## config.mk

```make
export PLATFORM = sky130hd
export DESIGN_NAME = mem_bridge
export DESIGN_NICKNAME = d
export VERILOG_FILES = /design/src/rtl/mem_bridge.sv
export SDC_FILE = /design/constraint.sdc
export NUM_CORES = 1
export LEC_CHECK = 0
export ABC_AREA = 1
export ABC_CLOCK_PERIOD_IN_PS = 5800
export BUFFER_PORTS_ARGS = -buffer_cell sky130_fd_sc_hd__clkbuf_2
export CORE_MARGIN = 2
export CORE_UTILIZATION = 49
export CTS_CLUSTER_DIAMETER = 30
export DETAILED_ROUTE_END_ITERATION = 10
export HOLD_SLACK_MARGIN = 0.08
export MAX_ROUTING_LAYER = met4
export PLACE_DENSITY = 0.9
export SYNTH_ARGS = -nofsm -noshare
export SYNTH_HDL_FRONTEND = slang
export SYNTH_SLANG_ARGS = --single-unit
```

## constraint.sdc

```tcl
create_clock -name clk -period 5.8 [get_ports clk]
set_clock_uncertainty 0.05 [all_clocks]
set_input_delay 0.58 -clock clk [delete_from_list [all_inputs] [get_ports clk]]
set_output_delay 0.58 -clock clk [all_outputs]
set_load 0.02 [all_outputs]
```

## src/rtl/mem_bridge.sv

```systemverilog
// Memory bridge between the CPU control FSM and a single-word request/ack bus.
// Handles fetch/load/store arbitration, lane alignment, load extension and bus timeout.
module mem_bridge #(
    parameter int unsigned TIMEOUT = 255
) (
    input  logic        clk,
    input  logic        MEM_RST,
    input  logic        MEM_RDEN1,
    input  logic [31:0] MEM_ADDR1,
    input  logic        MEM_RDEN2,
    input  logic        MEM_WE2,
    input  logic [31:0] MEM_ADDR2,
    input  logic [31:0] MEM_DIN2,
    input  logic [1:0]  MEM_SIZE,
    input  logic        MEM_SIGN,
    output logic [31:0] MEM_DOUT1,
    output logic [31:0] MEM_DOUT2,
    output logic        MEM_BUSY,
    output logic        MEM_ERR,
    output logic        BUS_REQ,
    output logic        BUS_WE,
    output logic [31:0] BUS_ADDR,
    output logic [31:0] BUS_WDATA,
    output logic [3:0]  BUS_BE,
    input  logic        BUS_ACK,
    input  logic [31:0] BUS_RDATA
);

    typedef enum logic [1:0] {IDLE, BUS, DONE} state_t;
    typedef enum logic [1:0] {T_FETCH, T_LOAD, T_STORE} tgt_t;

    localparam logic [7:0] TO8 = 8'(TIMEOUT);

    state_t      state_q, state_d;
    tgt_t        tgt_q, tgt_d;
    logic [7:0]  cnt_q, cnt_d;
    logic [31:0] dout1_q, dout1_d, dout2_q, dout2_d;
    logic [31:0] addr_q, addr_d, wdata_q, wdata_d;
    logic [3:0]  be_q, be_d;
    logic        we_q, we_d, req_q, req_d, err_q, err_d;
    logic [1:0]  lo_q, lo_d, size_q, size_d;
    logic        sign_q, sign_d;

    logic        any_en, req_data, misalign;
    logic [31:0] req_addr, st_wdata, ld_sh, ld_val;
    logic [1:0]  req_size;
    logic [3:0]  st_be;

    always_comb begin
        any_en   = MEM_WE2 | MEM_RDEN2 | MEM_RDEN1;
        req_data = MEM_WE2 | MEM_RDEN2;
        req_addr = req_data ? MEM_ADDR2 : MEM_ADDR1;
        req_size = req_data ? MEM_SIZE : 2'b10;
        misalign = (req_size == 2'b11)
                 | ((req_size == 2'b01) & req_addr[0])
                 | ((req_size == 2'b10) & (req_addr[1:0] != 2'b00));

        case (req_size)
            2'b00:   begin st_wdata = {4{MEM_DIN2[7:0]}};  st_be = 4'b0001 << req_addr[1:0]; end
            2'b01:   begin st_wdata = {2{MEM_DIN2[15:0]}}; st_be = req_addr[1] ? 4'b1100 : 4'b0011; end
            default: begin st_wdata = MEM_DIN2;            st_be = 4'b1111; end
        endcase

        // Legal halves always have lo[0]=0, so one shift by lo*8 serves every size.
        ld_sh = BUS_RDATA >> {lo_q, 3'b000};
        case (size_q)
            2'b00:   ld_val = sign_q ? {{24{ld_sh[7]}}, ld_sh[7:0]}   : {24'b0, ld_sh[7:0]};
            2'b01:   ld_val = sign_q ? {{16{ld_sh[15]}}, ld_sh[15:0]} : {16'b0, ld_sh[15:0]};
            default: ld_val = ld_sh;
        endcase
    end

    always_comb begin
        state_d = state_q;
        tgt_d   = tgt_q;
        cnt_d   = cnt_q;
        dout1_d = dout1_q;
        dout2_d = dout2_q;
        addr_d  = addr_q;
        wdata_d = wdata_q;
        be_d    = be_q;
        we_d    = we_q;
        req_d   = req_q;
        err_d   = 1'b0;
        lo_d    = lo_q;
        size_d  = size_q;
        sign_d  = sign_q;
        case (state_q)
            IDLE: begin
                if (any_en) begin
                    if (misalign) begin
                        err_d = 1'b1;
                    end else begin
                        state_d = BUS;
                        req_d   = 1'b1;
                        cnt_d   = '0;
                        tgt_d   = MEM_WE2 ? T_STORE : (MEM_RDEN2 ? T_LOAD : T_FETCH);
                        we_d    = MEM_WE2;
                        addr_d  = {req_addr[31:2], 2'b00};
                        wdata_d = MEM_WE2 ? st_wdata : '0;
                        be_d    = MEM_WE2 ? st_be : '1;
                        lo_d    = req_addr[1:0];
                        size_d  = req_size;
                        sign_d  = MEM_SIGN;
                    end
                end
            end
            BUS: begin
                if (BUS_ACK) begin
                    state_d = DONE;
                    req_d   = 1'b0;
                    if (tgt_q == T_FETCH) dout1_d = BUS_RDATA;
                    else if (tgt_q == T_LOAD) dout2_d = ld_val;
                end else if (cnt_q + 8'd1 == TO8) begin
                    state_d = IDLE;
                    req_d   = 1'b0;
                    err_d   = 1'b1;
                end else begin
                    cnt_d = cnt_q + 8'd1;
                end
            end
            default: state_d = IDLE;
        endcase
    end

    always_ff @(posedge clk or posedge MEM_RST) begin
        if (MEM_RST) begin
            state_q <= IDLE;
            tgt_q   <= T_FETCH;
            cnt_q   <= '0;
            dout1_q <= '0;
            dout2_q <= '0;
            addr_q  <= '0;
            wdata_q <= '0;
            be_q    <= '0;
            we_q    <= 1'b0;
            req_q   <= 1'b0;
            err_q   <= 1'b0;
            lo_q    <= '0;
            size_q  <= '0;
            sign_q  <= 1'b0;
        end else begin
            state_q <= state_d;
            tgt_q   <= tgt_d;
            cnt_q   <= cnt_d;
            dout1_q <= dout1_d;
            dout2_q <= dout2_d;
            addr_q  <= addr_d;
            wdata_q <= wdata_d;
            be_q    <= be_d;
            we_q    <= we_d;
            req_q   <= req_d;
            err_q   <= err_d;
            lo_q    <= lo_d;
            size_q  <= size_d;
            sign_q  <= sign_d;
        end
    end

    always_comb begin
        MEM_BUSY = ~MEM_RST & (((state_q == IDLE) & any_en & ~misalign) | (state_q == BUS));
    end

    assign MEM_DOUT1 = dout1_q;
    assign MEM_DOUT2 = dout2_q;
    assign MEM_ERR   = err_q;
    assign BUS_REQ   = req_q;
    assign BUS_WE    = we_q;
    assign BUS_ADDR  = addr_q;
    assign BUS_WDATA = wdata_q;
    assign BUS_BE    = be_q;

endmodule

```

# --- Yosys cells after proc, flatten, opt, wreduce, memory -nomap -nowiden ---
# Cells that the tools add are included.
totals:
  reg_bits: 150
  output_inout_bits: 136
  elab_cells: 86
  in_bits: 137
op_classes:
  n_shift: 2
  n_reduce_logical: 12
  muxes: 32
  n_bitwise: 13
  n_addsub: 1
  eq_ne: 12
op_table:
  columns: ["op", "count"]
  rows:
  - ["$mux W32", 4]
  - ["$pmux W32 S2", 2]
  - ["$mux W8", 4]
  - ["$shr A32 B5 Y32", 1]
  - ["$pmux W8 S2", 1]
  - ["$mux W2", 6]
  - ["$mux W1", 9]
  - ["$reduce_and A3 Y1", 3]
  - ["$add A8 B1 Y8 const B", 1]
  - ["$eq A2 B1 Y1 const B", 4]
  - ["$eq A8 B8 Y1 const B", 1]
  - ["$logic_not A2 Y1", 4]
  - ["$mux W4", 2]
  - ["$ne A2 B2 Y1 const B", 4]
  - ["$pmux W4 S2", 1]
  - ["$reduce_and A4 Y1", 2]
  - ["$and A1 B1 Y1", 5]
  - ["$or A1 B1 Y1", 5]
  - ["$reduce_and A5 Y1", 1]
  - ["$eq A2 B2 Y1 const B", 2]
  - ["$pmux W1 S2", 2]
  - ["$pmux W2 S2", 1]
  - ["$reduce_bool A2 Y1", 2]
  - ["$shl A1 B2 Y4 const A", 1]
  - ["other kinds (2)", 4]

# --- Longest topological paths before layout ---
logic_depth:
  word_depth: 10
  mapped_depth: 13
  mapped_depth_nobuf: 12

# --- Worst setup path before layout ---
# OpenSTA, ideal clock, no wires.
synth_timing:
  kind: "input to output"
  startpoint: "in MEM_RDEN2"
  endpoint: "out MEM_BUSY"
  path_buffers: 1
  slack_ns: 3.314
  t_required_ns: 5.170
  t_arrival_ns: 1.856
  path_stages: 8
  path_cell_list: "nor2_4 nand2_1 o21ai_2 nand3_1 nand2_2 nand2_4 clkbuf_1 a21oi_1"
synth_between:
  elab_chain_cells: 10
  elab_cells_between_ends: 17
  classes_between: "eq/ne (3); mux (2); bitwise (11); reduce/logical (1)"
synth_lines:
  columns: ["item", "line_no", "source"]
  rows:
  - ["start: declaration", "10", "input logic MEM_RDEN2,"]
  - ["$or A1 B1 Y1 (*)", "50, 51", null]
  - ["$mux W2", "53", "req_size = req_data ? MEM_SIZE : 2'b10;"]
  - ["$eq A2 B1 Y1", "55", "| ((req_size == 2'b01) & req_addr[0])"]
  - ["$and A1 B1 Y1", "55", null]
  - ["$or A1 B1 Y1", "55", null]
  - ["$or A1 B1 Y1", "56", "| ((req_size == 2'b10) & (req_addr[1:0] != 2'b00));"]
  - ["$not A1 Y1 (no source line)", null, null]
  - ["$and A1 B1 Y1 (*)", "161", "MEM_BUSY = ~MEM_RST & (((state_q == IDLE) & any_en & ~misalign) | (state_q == BUS));"]
  - ["$or A1 B1 Y1 (*)", "161", null]
  - ["$and A1 B1 Y1 (*)", "161", null]
  - ["end: declaration", "18", "output logic MEM_BUSY,"]
# Mark *: on every way between the ends. The rest lies on a longest branch, timed or not.

# --- Worst setup path after layout ---
# Same ends and word-level chain as after synthesis.

==> results.yml <==
clock_tree:
  clock_latency_ns: 0.42
  cts-root-buf: "clkbuf_16"
  cts_tree: "yes"
  total_number_of_clock_tree_sinks: 149
  clk_path_buf_depth: 2
  tritoncts.num_buffers: 17
  clk_pin_slew_worst_paths_ns: 0.06
  cts_htree_levels: 4
  cts.repair_timing.setup_buffer_count: 0
  cts_repair_resize_count: 0
  cts_hold_buf: 0
global_route:
  antenna_found_initial: 0
  grt_max_degree: 93
  grt_overflow_total: 0
  grt_pass1_wl_um: 32700
  grt_pass1_vias: 6566
  grtUsageTotal: 0.275
layout:
  regArea_um2: 3730
  area.growth.synth_to_final_pct: 28.2
  layout-drive-gt1-share: 0.332
  post_route_design_area_um2: 9140
  final_cell_mix: "270 x clkbuf_2, 243 x nand2_1, 149 x dfrtp_1, 83 x nor2_1, 81 x inv_1"
  net_total_in_the_final_layout: 1236
  layout_commonest_cell: "clkbuf_2"
  non_filler_cells_final: 1294
  filler_cell_count: 1192
  multi_input_area_um2: 2860
  insertedDiodeCount: 0
place:
  post_dp_cell_area_um2: 8530
  placed_cells: 1262
  gp_congestion: 0.867
  place_hpwl_um: 15000
  port_buffers: 270
critical_path:
  worstPathArrival_ns: 3.04
  worst-endpoint-required_ns: 5.17
  worstPathMaxFanout: 46
  crit_path_end_kind: "primary output"
  r2r.worst_path.cells: 7
  path_class: "input port to primary output"
  critPathLaunchType: "input port"
sta:
  min_period_over_period: 0.633
  setup_viol_count_final: 0
  rsz_0062_raised_after_global_routing: "false"
  timing_worst_slew_pin_value_ns: 0.924
  report.final.slew_viol_count: 0
  min_period_ns: 3.67
  tns_ns: 0
  clock.fmax_mhz: 272
  finalHoldViolations: 0
  final.hold.worst_slack_ns: 0.241
  slew-limit-headroom: 0.383
die:
  rows: 44
  initial_core_util: 0.496
  die_height_um: 125
  die-width_um: 125
  die_footprint_um2: 15500
  core-area_um2: 14400
  num_io_pins: 273
synthesis:
  synth_compound_area_frac: 0.173
  post_synth_cell_types: 33
  number_of_enable_flip_flop_cells_after_synthesis: 0
  main_combinational_cell_family_by_area_after_synthesis: "simple AND/OR/NAND/NOR gates"
  post_synthesis_register_bit_count: 149
  post_synth_instance_area_um2: 7130
  syn-mean-instance-area_um2: 8.37
  yosys.area_share.simple: 0.194
  synth_xor_area_frac: 0
  yosys_warnings: 0
  synthAdderAreaFrac: 0.00351
  synth.yosys.seq_area_share: 0.523
  synth_async_sr_flop_share: 1.00
  syn-instance-count: 852
  synth_top_flop_cell: "dfrtp_1"
  synth.area.mux_share: 0.0267
power:
  cellPowerDensity_nw_per_um2: 530
  combinational_share_of_power: 0.403
  sw_frac_of_total: 0.420
  p_leak_nw: 4.75
  seqPwrFrac: 0.365
  share_clk_of_total_power: 0.232
  power.total_mw: 4.84
  power.net_switching_mw: 2.04
  internal-power_mw: 2.81
  vdd.ir_drop.worst_uv: 253
detailed_routing:
  drt-initial-drc-count: 468
  detail-route-antenna-nets: 0
  via_count_of_the_routed_design: 6837
  vias_per_cell: 5.28
  route.detailed.drc: 0
  dr.pass1.iters: 5
  detail_route.wl_per_cell_um: 15.8
  route.final.wire_length_um: 20500
outcome:
  status: "complete, no violations"
flow_run:
  maxCapViolCount: 0
hold_path:
  min_path_type: "input port to asynchronous set/reset pin"
layer usage:
metal  vias up  routed length [um]  global-route usage
met1      3166                7720               0.310
met3        47                1720              0.0614
met2       356               10400               0.470
met4         0                 652               0.121
met5         -                   0                   -
li1       3268                   -                   -
kinds of logic after synthesis:
kind of cell | after synthesis
simple gates | 352
compound gates | 196
flops | 149
buf+inv | 135
mux | 17
fa+ha+maj | 2
other cells | 1
worst max-delay path: stages:
cell      delay, ns
clkbuf_2       0.11
nor2_4         0.65
inv_2          0.47
nand2_1        0.19
nand3_1        0.18
nand2_2        0.16
nand2_4        0.28
a21oi_1        0.22
clkbuf_2       0.18
Yosys cell counts (8+ instances only):
cell type	number	area, um^2
nand2_1	243	912
dfrtp_1	149	3730
nor2_1	84	315
inv_1	82	308
o21ai_0	78	390
a31oi_1	39	244
o21ai_2	31	272
clkbuf_1	25	93.8
o22ai_1	17	106
mux2_2	16	180
nand3_1	14	70.1
buf_2	12	60.1
o211ai_1	9	67.6
o221ai_1	9	78.8
a21oi_1	8	40.0
final cells by class:
type,instances,area share
Inverter,85,0.0355
Clock inverter,12,0.0155
Timing Repair Buffer,275,0.152
Tap cell,184,0.0252
Clock buffer,20,0.0511
Multi-Input combinational cell,569,0.313
Sequential cell,149,0.408
state kept, by name, indices dropped and copies added, names as in the netlist:
signal     cells
BUS_WDATA     32
MEM_DOUT1     32
MEM_DOUT2     32
BUS_ADDR      30
cnt_q          8
BUS_BE         4
lo_q           2
size_q         2
state_q        2
tgt_q          2
BUS_REQ        1
MEM_ERR        1
sign_q         1
worst paths after layout:
check / from / to / slack [ns]
worst max-delay path: MEM_RDEN2 / MEM_BUSY / 2.13
worst min-delay path: MEM_RST / state_q[0] / 0.24
worst max register to register: lo_q[1] / MEM_DOUT2[24] / 3.05
worst min register to register: MEM_DOUT1[27] / MEM_DOUT1[27] / 0.44
max in group asynchronous: MEM_RST / BUS_ADDR[21] / 4.26
min in group clk: MEM_SIGN / sign_q / 0.30
power groups by stage:
stage	clock, mW	sequential [mW]	combinational, mW
global placement	0	1.76	1.91
finish	1.12	1.77	1.95
floorplan	0	2.21	0.812
CTS	1.14	1.76	1.97
global route	1.18	1.82	2.13
detailed placement	0	1.77	1.96
per-stage QoR:
stage | worst slack, ns | util
after floorplan | 1.16 | -
after global placement | 2.10 | 0.594
after detailed placement | 1.91 | 0.594
after CTS | 2.06 | 0.636
after global routing | 1.83 | 0.636
final | 2.13 | 0.636
Power figures use the tool's default switching activity.
